### config.mk
export PLATFORM = sky130hd
export DESIGN_NAME = hazard_ctrl_flat
export DESIGN_NICKNAME = d
export VERILOG_FILES = /design/src/rtl/hazard_ctrl_if.sv /design/src/rtl/hazard_ctrl.sv /design/src/flat_wrapper.sv
export SDC_FILE = /design/constraint.sdc
export NUM_CORES = 1
export LEC_CHECK = 0
export CORE_MARGIN = 4
export CORE_UTILIZATION = 51
export CTS_BUF_LIST = sky130_fd_sc_hd__clkbuf_2 sky130_fd_sc_hd__clkbuf_4 sky130_fd_sc_hd__clkbuf_8
export DETAILED_ROUTE_END_ITERATION = 10
export HOLD_SLACK_MARGIN = 0.03
export PLACE_DENSITY = 0.77
export SYNTH_ARGS = -nofsm -noshare
export SYNTH_HDL_FRONTEND = slang
export SYNTH_SLANG_ARGS = --single-unit
### constraint.sdc
create_clock -name clk -period 3 [get_ports clk]
set_input_delay 0.6 -clock clk [delete_from_list [all_inputs] [get_ports clk]]
set_output_delay 0.6 -clock clk [all_outputs]
set_load 0.005 [all_outputs]
### src/rtl/hazard_ctrl_if.sv
// Decode tuple flowing into the hazard unit, and the stall/forwarding controls
// plus stall counter flowing back to the pipeline datapath.
interface hazard_ctrl_if #(
    parameter int ADDR_W = 5,
    parameter int T_W    = 2,
    parameter int CNT_W  = 16
);
    logic [T_W-1:0]    Tuse_rs;
    logic [T_W-1:0]    Tuse_rt;
    logic [T_W-1:0]    TnewD;
    logic [ADDR_W-1:0] A_rsD;
    logic [ADDR_W-1:0] A_rtD;
    logic [ADDR_W-1:0] AwriteD;

    logic              stall;
    logic [1:0]        fwd_rsD;
    logic [1:0]        fwd_rtD;
    logic [1:0]        fwd_rsE;
    logic [1:0]        fwd_rtE;
    logic              fwd_rtM;
    logic [CNT_W-1:0]  stall_cnt;

    modport master (
        output Tuse_rs, Tuse_rt, TnewD, A_rsD, A_rtD, AwriteD,
        input  stall, fwd_rsD, fwd_rtD, fwd_rsE, fwd_rtE, fwd_rtM, stall_cnt
    );

    modport slave (
        input  Tuse_rs, Tuse_rt, TnewD, A_rsD, A_rtD, AwriteD,
        output stall, fwd_rsD, fwd_rtD, fwd_rsE, fwd_rtE, fwd_rtM, stall_cnt
    );
endinterface

### src/rtl/hazard_ctrl.sv
// Hazard tracking for the 5-stage MIPS pipeline: shadows the decode tuple through
// E/M/W and derives stall, bubble and forwarding selects from Tuse/Tnew timing.
module hazard_ctrl #(
    parameter int ADDR_W = 5,
    parameter int T_W    = 2,
    parameter int CNT_W  = 16
) (
    input  logic          clk,
    input  logic          reset,
    hazard_ctrl_if.slave  bus
);

    logic [ADDR_W-1:0] a_rs_e;
    logic [ADDR_W-1:0] a_rt_e;
    logic [ADDR_W-1:0] awrite_e;
    logic [T_W-1:0]    tnew_e;
    logic [ADDR_W-1:0] a_rt_m;
    logic [ADDR_W-1:0] awrite_m;
    logic [T_W-1:0]    tnew_m;
    logic [ADDR_W-1:0] awrite_w;
    logic [CNT_W-1:0]  stall_cnt;
    logic              stall;

    function automatic logic [T_W-1:0] sat0(input logic [T_W-1:0] t);
        return (t == '0) ? '0 : t - T_W'(1);
    endfunction

    function automatic logic hz(
        input logic [ADDR_W-1:0] a,
        input logic [T_W-1:0]    t,
        input logic [ADDR_W-1:0] aw_e,
        input logic [T_W-1:0]    t_e,
        input logic [ADDR_W-1:0] aw_m,
        input logic [T_W-1:0]    t_m
    );
        return (a != '0) && (((a == aw_e) && (t_e > t)) || ((a == aw_m) && (t_m > t)));
    endfunction

    // Nearest matching producer wins; a producer not yet ready selects 0 and relies on stall.
    function automatic logic [1:0] fwd_d(
        input logic [ADDR_W-1:0] a,
        input logic [ADDR_W-1:0] aw_e,
        input logic [T_W-1:0]    t_e,
        input logic [ADDR_W-1:0] aw_m,
        input logic [T_W-1:0]    t_m,
        input logic [ADDR_W-1:0] aw_w
    );
        if (a == '0)        return 2'd0;
        else if (a == aw_e) return (t_e == '0) ? 2'd1 : 2'd0;
        else if (a == aw_m) return (t_m == '0) ? 2'd2 : 2'd0;
        else if (a == aw_w) return 2'd3;
        else                return 2'd0;
    endfunction

    function automatic logic [1:0] fwd_e(
        input logic [ADDR_W-1:0] a,
        input logic [ADDR_W-1:0] aw_m,
        input logic [T_W-1:0]    t_m,
        input logic [ADDR_W-1:0] aw_w
    );
        if (a == '0)        return 2'd0;
        else if (a == aw_m) return (t_m == '0) ? 2'd1 : 2'd0;
        else if (a == aw_w) return 2'd2;
        else                return 2'd0;
    endfunction

    assign stall = hz(bus.A_rsD, bus.Tuse_rs, awrite_e, tnew_e, awrite_m, tnew_m)
                 | hz(bus.A_rtD, bus.Tuse_rt, awrite_e, tnew_e, awrite_m, tnew_m);

    assign bus.stall     = stall;
    assign bus.fwd_rsD   = fwd_d(bus.A_rsD, awrite_e, tnew_e, awrite_m, tnew_m, awrite_w);
    assign bus.fwd_rtD   = fwd_d(bus.A_rtD, awrite_e, tnew_e, awrite_m, tnew_m, awrite_w);
    assign bus.fwd_rsE   = fwd_e(a_rs_e, awrite_m, tnew_m, awrite_w);
    assign bus.fwd_rtE   = fwd_e(a_rt_e, awrite_m, tnew_m, awrite_w);
    assign bus.fwd_rtM   = (a_rt_m != '0) && (a_rt_m == awrite_w);
    assign bus.stall_cnt = stall_cnt;

    // A stalled D instruction stays put, so E takes a bubble while M and W keep draining.
    always_ff @(posedge clk) begin
        if (!reset) begin
            a_rs_e    <= '0;
            a_rt_e    <= '0;
            awrite_e  <= '0;
            tnew_e    <= '0;
            a_rt_m    <= '0;
            awrite_m  <= '0;
            tnew_m    <= '0;
            awrite_w  <= '0;
            stall_cnt <= '0;
        end else begin
            if (stall) begin
                a_rs_e   <= '0;
                a_rt_e   <= '0;
                awrite_e <= '0;
                tnew_e   <= '0;
            end else begin
                a_rs_e   <= bus.A_rsD;
                a_rt_e   <= bus.A_rtD;
                awrite_e <= bus.AwriteD;
                tnew_e   <= sat0(bus.TnewD);
            end
            a_rt_m   <= a_rt_e;
            awrite_m <= awrite_e;
            tnew_m   <= sat0(tnew_e);
            awrite_w <= awrite_m;
            if (stall && (stall_cnt != '1)) begin
                stall_cnt <= stall_cnt + CNT_W'(1);
            end
        end
    end

endmodule

### src/flat_wrapper.sv
// flat-port wrapper written by rule: the top's interface ports become plain ports
module hazard_ctrl_flat 
#(
    parameter int ADDR_W = 5,
    parameter int T_W    = 2,
    parameter int CNT_W  = 16
)
  (clk, reset, bus_Tuse_rs, bus_Tuse_rt, bus_TnewD, bus_A_rsD, bus_A_rtD, bus_AwriteD, bus_stall, bus_fwd_rsD, bus_fwd_rtD, bus_fwd_rsE, bus_fwd_rtE, bus_fwd_rtM, bus_stall_cnt);
  hazard_ctrl_if #(.ADDR_W(ADDR_W), .T_W(T_W), .CNT_W(CNT_W)) bus_i ();
  input  logic clk;
  input  logic reset;
  input wire logic [$bits(bus_i.Tuse_rs)-1:0] bus_Tuse_rs;
  input wire logic [$bits(bus_i.Tuse_rt)-1:0] bus_Tuse_rt;
  input wire logic [$bits(bus_i.TnewD)-1:0] bus_TnewD;
  input wire logic [$bits(bus_i.A_rsD)-1:0] bus_A_rsD;
  input wire logic [$bits(bus_i.A_rtD)-1:0] bus_A_rtD;
  input wire logic [$bits(bus_i.AwriteD)-1:0] bus_AwriteD;
  output wire logic [$bits(bus_i.stall)-1:0] bus_stall;
  output wire logic [$bits(bus_i.fwd_rsD)-1:0] bus_fwd_rsD;
  output wire logic [$bits(bus_i.fwd_rtD)-1:0] bus_fwd_rtD;
  output wire logic [$bits(bus_i.fwd_rsE)-1:0] bus_fwd_rsE;
  output wire logic [$bits(bus_i.fwd_rtE)-1:0] bus_fwd_rtE;
  output wire logic [$bits(bus_i.fwd_rtM)-1:0] bus_fwd_rtM;
  output wire logic [$bits(bus_i.stall_cnt)-1:0] bus_stall_cnt;
  assign bus_i.Tuse_rs = bus_Tuse_rs;
  assign bus_i.Tuse_rt = bus_Tuse_rt;
  assign bus_i.TnewD = bus_TnewD;
  assign bus_i.A_rsD = bus_A_rsD;
  assign bus_i.A_rtD = bus_A_rtD;
  assign bus_i.AwriteD = bus_AwriteD;
  assign bus_stall = bus_i.stall;
  assign bus_fwd_rsD = bus_i.fwd_rsD;
  assign bus_fwd_rtD = bus_i.fwd_rtD;
  assign bus_fwd_rsE = bus_i.fwd_rsE;
  assign bus_fwd_rtE = bus_i.fwd_rtE;
  assign bus_fwd_rtM = bus_i.fwd_rtM;
  assign bus_stall_cnt = bus_i.stall_cnt;
  hazard_ctrl #(.ADDR_W(ADDR_W), .T_W(T_W), .CNT_W(CNT_W)) u_core (.clk(clk), .reset(reset), .bus(bus_i));
endmodule
After elaboration in Yosys (flattened, before gate mapping)

Index checks and enable logic that the tools add are counted.

Bits in registers: 50
Input port bits: 23
Output and inout port bits: 26
Word-level logic and storage cells: 70

$add $sub $neg: 3
Order comparisons: 4
Equal/unequal tests: 12
Multiplexer cells: 17
Bitwise gates (word level): 2
Reduce and logical (&&, ||, !) cells: 23

Operator list:

| cell                                             | number |
|---|---|
| equality test 5 bit                              | 11 |
| 2-to-1 mux 2 bit                                 | 15 |
| zero test 5 bit                                  | 4 |
| adder 16 x 1 -> 16 bit, second input constant    | 1 |
| inequality test 16 bit, second input constant    | 1 |
| nonzero test 5 bit                               | 3 |
| greater-than comparator 2 bit                    | 4 |
| logical AND 1 bit                                | 8 |
| zero test 2 bit                                  | 3 |
| OR reduction 2 bit                               | 2 |
| subtractor 2 x 1 -> 2 bit, second input constant | 2 |
| OR reduction 3 bit                               | 1 |
| logical OR 1 bit                                 | 2 |
| 2-to-1 mux 1 bit                                 | 2 |
| NOT 1 bit                                        | 1 |
| bitwise OR 1 bit                                 | 1 |

Longest topological paths before layout

Gate-level depths: netlist of the first run.

Depth after elaboration: 6
Depth in mapped cells: 11
Depth with buffers taken out: 9

Least setup slack after synthesis of the first run

OpenSTA, ideal clock, no wires.

Path type: input to output
Start: in bus_Tuse_rs[1]
End: out bus_stall
Data arrival time: 1.911 ns
Data required time: 2.400 ns
Path slack: 0.489 ns
Cell stages on the path: 9
Cells stage by stage: inv_1 > ha_1 > nor2b_1 > o21ai_0 > nor3_2 > o21ai_2 > and2_4 > buf_6 > inv_1

Cells in the longest elaborated chain, start to end: 5

RTL lines:

| what                          | RTL line           | RTL |
|---|---|---|
| from (decl)                   | flat_wrapper.sv:12 | `input wire logic [$bits(bus_i.Tuse_rs)-1:0] bus_Tuse_rs;` |
| greater-than comparator 2 bit | hazard_ctrl.sv:36  | `return (a != '0) && (((a == aw_e) && (t_e > t)) \|\| ((a == aw_m) && (t_m > t)));` |
| logical AND 1 bit             | hazard_ctrl.sv:36  |  |
| logical OR 1 bit (*)          | hazard_ctrl.sv:36  |  |
| logical AND 1 bit (*)         | hazard_ctrl.sv:36  |  |
| bitwise OR 1 bit (*)          | hazard_ctrl.sv:68  | `\| hz(bus.A_rtD, bus.Tuse_rt, awrite_e, tnew_e, awrite_m, tnew_m);` |
| to (decl)                     | flat_wrapper.sv:18 | `output wire logic [$bits(bus_i.stall)-1:0] bus_stall;` |

Every way passes the cells marked *; elsewhere a longest branch is shown, timed or not.

Worst setup path after layout of the first run

Start: in bus_A_rtD[2]
End: out bus_stall

Cells in the longest elaborated chain, start to end: 5

RTL lines:

| what                  | RTL line           | RTL |
|---|---|---|
| from (decl)           | flat_wrapper.sv:16 | `input wire logic [$bits(bus_i.A_rtD)-1:0] bus_A_rtD;` |
| equality test 5 bit   | hazard_ctrl.sv:36  |  |
| logical AND 1 bit     | hazard_ctrl.sv:36  |  |
| logical OR 1 bit      | hazard_ctrl.sv:36  |  |
| logical AND 1 bit (*) | hazard_ctrl.sv:36  |  |
| bitwise OR 1 bit (*)  | hazard_ctrl.sv:68  |  |

Marked as above.

==> out/qor.txt, run 1 <==
post-synthesis average cell area - 9.01 um2
worst stage delay on the critical path - 0.23 ns
final setup fails - 0
Max Clk Rate - 0.342 GHz
CP Class - in -> out
Critical Path RT - 2.40 ns
Hold WS - 0.421 ns
DR WL/cell - 15.5 um
DP Cell Count - 455
RD Place Congestion - 0.801
Syn-to-layout area delta - 30.8%
Die W - 83.7 um
largest net degree at the start of global routing - 58
Switching Share - 27.2%
Antenna Nets Post-Route - 0
Tot Pwr - 1.43 mW
Logic pwr share - 20.3%
I/O Buffers - 48
Sw Pwr - 389 uW
outcome - complete, no violations
n_diodes - 0
cell row count - 27
Fill cells - 464
Post-DP HPWL - 5180 um
crit path launch type - input port
sequential power share - 50.5%
Skew-Pair Late Insertion Delay - 0.30 ns
Max Cap Viol - 0
vias per cell - 5.29
CTS tree - yes
maximum vdd drop - 0.256 mV
Max-Slew Margin vs Limit - 68.3%
synthesized instance count - 324
GRT Resource Usage Total - 20.9%
Hold Path Class - reg -> reg
initial antenna violation count - 0
routed wire length - 7300 um
largest delay contributor family on the critical path - buffers and inverters
Hold Fails Final Rpt - 0
CP max FO - 3
H-tree depth - 2
Syn Std Cell Area - 2920 um2
grt total ovfl - 0
Worst Path Arrival - 2.32 ns
fin cells - 472
Worst-path clk slew - 0.09 ns
CP most frequent cell - buf_4
IO Pins - 49
clk sinks - 50
core area - 5540 um2
crit path capture type - output pin
number of buffers created by CTS - 5
Starting Density - 52.7%
number of global-route vias before repair - 2612
share of cells above drive strength 1 - 21.3%
Post-synth ARST share - 0%
die area - 7000 um2
Clock power frac - 29.2%
Worst Skew - 0.00352 ns
worst reg2reg setup slack - 0.49 ns
P_leak - 1.65 nW
worst slew pin tran - 0.475 ns
max-slew violations - 0
Synth Net Count - 358
register area share after synthesis - 34.3%
register bit count reported by yosys - 50
P_int - 1.04 mW
synth unique cells - 44
final worst path period share - 97.4%
Post-synth EDFFs - 0
most frequent cells in the layout - 49 x dfxtp_1, 38 x buf_4, 35 x xnor2_1
Clock Tree Buf Depth - 2
DR vias - 2497
nets@finish - 433
drt pass-1 iters - 4
CP max-delay cell - clkdlybuf4s15_1
Top FF cell, synth - dfxtp_1
initial drt markers - 98
Final min period - 2.92 ns
Warnings, synthesis - 0
residual DRC count - 0
die extent in y - 83.7 um
worst-path cell chain - clkdlybuf4s15_1, xnor2_1, nand3_1, buf_4, buf_4, buf_4, buf_4, nor3_4, o21ai_2, and2_4, inv_1, buf_2
Bufs and invs on worst path - 7
fin util - 68.9%
most common cell after layout, fill and taps aside - dfxtp_1
first-pass GRT wire length - 12200 um
CTS Root Cell - clkbuf_8
pwr/cell area - 375 nW/um2
-- power groups by stage --
stage | clock network, mW | logic [mW] | registers (mW)
2_1_floorplan | 0 | 0.166 | 0.722
3_3_place_gp | 0 | 0.253 | 0.737
3_5_place_dp | 0 | 0.262 | 0.738
4_1_cts | 0.427 | 0.270 | 0.722
5_1_grt | 0.453 | 0.321 | 0.728
6_report | 0.418 | 0.291 | 0.724
-- worst reg2reg max path, stage by stage, from the launching register on --
cell and delay, ns:
dfxtp_1 0.54, xnor2_2 0.17, nand3_1 0.13, buf_4 0.16
buf_4 0.12, buf_4 0.12, buf_4 0.13, nor3_4 0.18
o21ai_2 0.08, buf_4 0.16, a21oi_2 0.28, and3_1 0.22
mux2i_1 0.17
-- per-stage QoR --
stage	TNS [ns]	cell area, um2	setup slack [ns]
floorplan	0	2920	0.489
global route	-0.00788	3820	-0.00788
global placement	-1.62	3580	-0.352
detailed placement	-1.83	3580	-0.394
finish	0	3820	0.0786
CTS	0	3730	0.00524
-- flip-flops by register name, indices dropped and copies added, names as in the netlist --
register / count
u_core.a_rs_e: 5
u_core.a_rt_e: 5
u_core.a_rt_m: 5
u_core.awrite_e: 5
u_core.awrite_m: 5
u_core.awrite_w: 5
u_core.bus.stall_cnt: 16
u_core.tnew_e: 2
u_core.tnew_m: 2
-- per-layer routing --
layer | up-vias | wire length [um] | global-route usage, % | share of wire [%]
met5 | - | 0 | 0 | 0
met2 | 49 | 3890 | 39.6 | 53
li1 | 1258 | - | - | -
met1 | 1178 | 3050 | 23.6 | 42
met3 | 12 | 246 | 3.85 | 3.4
met4 | 0 | 112 | 5.41 | 1.5
-- cell usage after synthesis (all sizes together) (2+ instances only) --
| cell type | count | area share (%) |
|---|---|---|
| a21oi | 10 | 2.0 |
| xor2 | 20 | 6.0 |
| and2 | 22 | 4.8 |
| dfxtp | 50 | 34 |
| and3 | 23 | 5.1 |
| nand4 | 5 | 1.1 |
| o211ai | 2 | 0.51 |
| nor3 | 13 | 2.9 |
| nand2b | 7 | 1.5 |
| nand3 | 13 | 2.6 |
| or4 | 2 | 0.51 |
| inv | 9 | 1.2 |
| nor2b | 5 | 1.1 |
| and4 | 4 | 1.2 |
| mux2i | 7 | 2.4 |
| clkbuf | 10 | 1.3 |
| o21ai | 8 | 1.6 |
| and4b | 2 | 0.69 |
| nand2 | 23 | 3.0 |
| xnor2 | 39 | 12 |
| nor4 | 7 | 1.5 |
| buf | 8 | 3.1 |
| nor2 | 14 | 1.8 |
| ha | 11 | 4.7 |
-- cell type report --
class	count	area, um2	area share [%]
clock inverter	1	5.00	0.131
sequential	50	1000	26.2
timing repair buffer	86	733	19.2
multi-input combinational	247	1860	48.8
tap	72	90.1	2.36
clock buffer	7	90.1	2.36
inverter	9	33.8	0.885
-- final timing paths --
kind / depth (start not counted) / startpoint / endpoint
worst max-delay path: 12 / bus_A_rtD[2] / bus_stall
worst min register to register: 1 / u_core.tnew_e[0]$_SDFF_PP0_ / u_core.tnew_m[0]$_SDFF_PP0_
worst min-delay path: 1 / u_core.tnew_e[0]$_SDFF_PP0_ / u_core.tnew_m[0]$_SDFF_PP0_
worst max register to register: 12 / u_core.awrite_m[4]$_SDFF_PN0_ / u_core.bus.stall_cnt[5]$_SDFFE_PN0P_
-- cell families (layout without fill, tap and decap cells) --
| logic type | after synthesis | in the layout | synth area share, % |
|---|---|---|---|
| simple gates | 144 | 144 | 28.8 |
| xor+xnor | 59 | 59 | 17.7 |
| compound gates | 26 | 26 | 6.56 |
| mux | 7 | 7 | 2.40 |
| fa+ha+maj | 11 | 11 | 4.71 |
| flops | 50 | 50 | 34.3 |
| buf+inv | 27 | 103 | 5.53 |
-- what timing repair did --
item                       4_1_cts  5_1_grt
setup endpoints to repair        5        2
hold buffers                     0        0
gates cloned                     0        0
resized for setup               27       24
pin swaps                        8        8
setup buffers                    7        2
(Power assumes the default switching activity.)
==> run 2, diff against run 1 <==
--- a/config.mk
+++ b/config.mk
@@ -10,7 +10,8 @@
 export CTS_BUF_LIST = sky130_fd_sc_hd__clkbuf_2 sky130_fd_sc_hd__clkbuf_4 sky130_fd_sc_hd__clkbuf_8
 export DETAILED_ROUTE_END_ITERATION = 10
 export HOLD_SLACK_MARGIN = 0.03
-export PLACE_DENSITY = 0.77
+export PLACE_DENSITY = 0.75
+export SLEW_MARGIN = 20
 export SYNTH_ARGS = -nofsm -noshare
 export SYNTH_HDL_FRONTEND = slang
 export SYNTH_SLANG_ARGS = --single-unit
==> run 2 against run 1 <==
  * Setup slack better by 0.031 ns
  * Total power shrank 4.7%
  * Sequential share of layout area is 1.4 points higher
  * Via count is 3.7% lower
  * Sequential power hardly changed
==> out/qor.txt, run 2 (same netlist as run 1, synthesis figures left out) <==
outcome - complete, no violations
Clock power frac - 28.3%
r2r endpoint - u_core.bus.stall_cnt[0]$_SDFFE_PN0P_
Hold Fails Final Rpt - 0
design area - 3630 um2
clk sinks - 50
CP max FO - 2
crit path capture type - output pin
CTS Root Cell - clkbuf_8
Skew-Pair Late Insertion Delay - 0.30 ns
final setup fails - 0
pwr/cell area - 377 nW/um2
n_diodes - 0
max FFs per register - 16
Critical Path RT - 2.40 ns
worst stage delay on the critical path - 0.48 ns
Final min period - 2.89 ns
R2R Path Start - u_core.tnew_m[0]$_SDFF_PP0_
Hold EP - u_core.tnew_m[0]$_SDFF_PP0_
grt total ovfl - 0
Cells on Worst Hold Path - 1
RSZ-0062 raised after global routing - false
worst reg2reg setup slack - 0.64 ns
vias per cell - 5.25
Max-Slew Margin vs Limit - 76.4%
routed wire length - 6780 um
Hold Startpoint - u_core.tnew_e[0]$_SDFF_PP0_
DR WL/cell - 14.8 um
placed inst area - 3520 um2
initial drt markers - 89
Logic pwr share - 18.8%
CP most frequent cell - inv_2
crit path launch type - input port
CP max-delay cell - clkdlybuf4s50_1
largest net degree at the start of global routing - 38
CTS tree - yes
P_int - 990 uW
worst slew pin tran - 0.353 ns
Bufs and invs on worst path - 5
die extent in y - 83.7 um
Post-DP HPWL - 5140 um
Worst Path Arrival - 2.29 ns
Syn-to-layout area delta - 24.2%
nets@finish - 420
most frequent cells in the layout - 50 x dfxtp_1, 39 x xnor2_1, 34 x clkdlybuf4s50_1
Starting Density - 52.7%
GRT Resource Usage Total - 19.7%
residual DRC count - 0
P_leak - 1.55 nW
final worst path period share - 96.4%
maximum vdd drop - 0.226 mV
die area - 7000 um2
Switching Share - 27.5%
H-tree depth - 2
initial antenna violation count - 0
largest delay contributor family on the critical path - buffers and inverters
Max Clk Rate - 0.346 GHz
Sw Pwr - 376 uW
Die W - 83.7 um
core area - 5540 um2
first-pass GRT wire length - 11400 um
Max Cap Viol - 0
Top reg by flops - u_core.bus.stall_cnt
FF-to-FF path depth - 12
most common cell after layout, fill and taps aside - dfxtp_1
I/O Buffers - 48
RD Place Congestion - 0.864
Fill cells - 498
drt pass-1 iters - 4
worst-path cell chain - clkdlybuf4s50_1, inv_2, ha_4, nor2b_2, o21ai_1, buf_4, nor3_4, o21ai_2, and2_4, inv_2, clkbuf_2
CP Launch Point - bus_Tuse_rt[1]
Antenna Nets Post-Route - 0
max-slew violations - 0
Worst Skew - 0.00756 ns
share of cells above drive strength 1 - 16.8%
number of global-route vias before repair - 2426
cell row count - 27
sequential power share - 52.9%
fin util - 65.4%
Worst-path clk slew - 0.09 ns
DR vias - 2405
Clock Tree Buf Depth - 2
IO Pins - 49
Hold Path Class - reg -> reg
CP Class - in -> out
number of buffers created by CTS - 5
[run 2: cell count changes in the layout (fill, tap and decap cells not counted), sizes merged]
cell | before | now
inv | 9 | 10
dlymetal6s2s | 0 | 1
buf | 39 | 25
dlygate4sd2 | 7 | 4
clkdlybuf4s15 | 2 | 0
clkbuf | 11 | 14
[run 2: worst max-delay path by stage]
stage,end,cells after the start
6_report,bus_stall,11
5_1_grt,bus_fwd_rtD[0],6
4_1_cts,bus_fwd_rtD[0],8
3_5_place_dp,bus_fwd_rtD[1],8
3_3_place_gp,bus_fwd_rtD[1],8
2_1_floorplan,bus_stall,9
[run 2: repair_timing]
item	4_1_cts	5_1_grt
pin swaps	4	5
setup endpoints to repair	5	3
resized for setup	23	22
hold buffers	0	0
setup buffers	2	2
[run 2: power groups by stage]
stage	registers, mW	clock network, mW	logic [mW]
global placement	0.737	0	0.247
global route	0.726	0.428	0.285
CTS	0.722	0.400	0.256
detailed placement	0.738	0	0.253
finish	0.723	0.387	0.256
floorplan	0.722	0	0.166
[run 2: through the flow]
stage / TNS [ns] / hold WS, ns / power (mW) / std cells / setup slack, ns
floorplan: 0 / 0.392 / 0.888 / 324 / 0.489
global placement: -1.64 / 0.404 / 0.984 / 447 / -0.380
detailed placement: -1.69 / 0.403 / 0.991 / 447 / -0.370
CTS: 0 / 0.416 / 1.38 / 456 / 0.00641
global route: 0 / 0.425 / 1.44 / 458 / 0.0173
finish: 0 / 0.415 / 1.37 / 458 / 0.109
[run 2: area by class of cell]
type | instances | area, um2 | area share (%)
Inverter | 9 | 33.8 | 0.932
Clock buffer | 5 | 68.8 | 1.90
Sequential cell | 50 | 1000 | 27.6
Clock inverter | 2 | 13.8 | 0.380
Timing Repair Buffer | 73 | 621 | 17.1
Multi-Input combinational cell | 247 | 1800 | 49.6
Tap cell | 72 | 90.1 | 2.48
[run 2: layer usage]
layer  GRT usage (%)  wire (um)  share of wire (%)  up-vias
met3            4.15        240                3.5        8
met2            36.8       3530                 52       49
met1            22.8       2940                 43     1119
li1                -          -                  -     1229
met5               0          0                  0        -
met4            4.24         58               0.86        0
==> run 3, diff against run 2 <==
--- a/config.mk
+++ b/config.mk
@@ -15,3 +15,4 @@
 export SYNTH_ARGS = -nofsm -noshare
 export SYNTH_HDL_FRONTEND = slang
 export SYNTH_SLANG_ARGS = --single-unit
+export TNS_END_PERCENT = 100
==> results of run 3 <==
No change in the layout: final DEF, timing and power equal those of run 2.
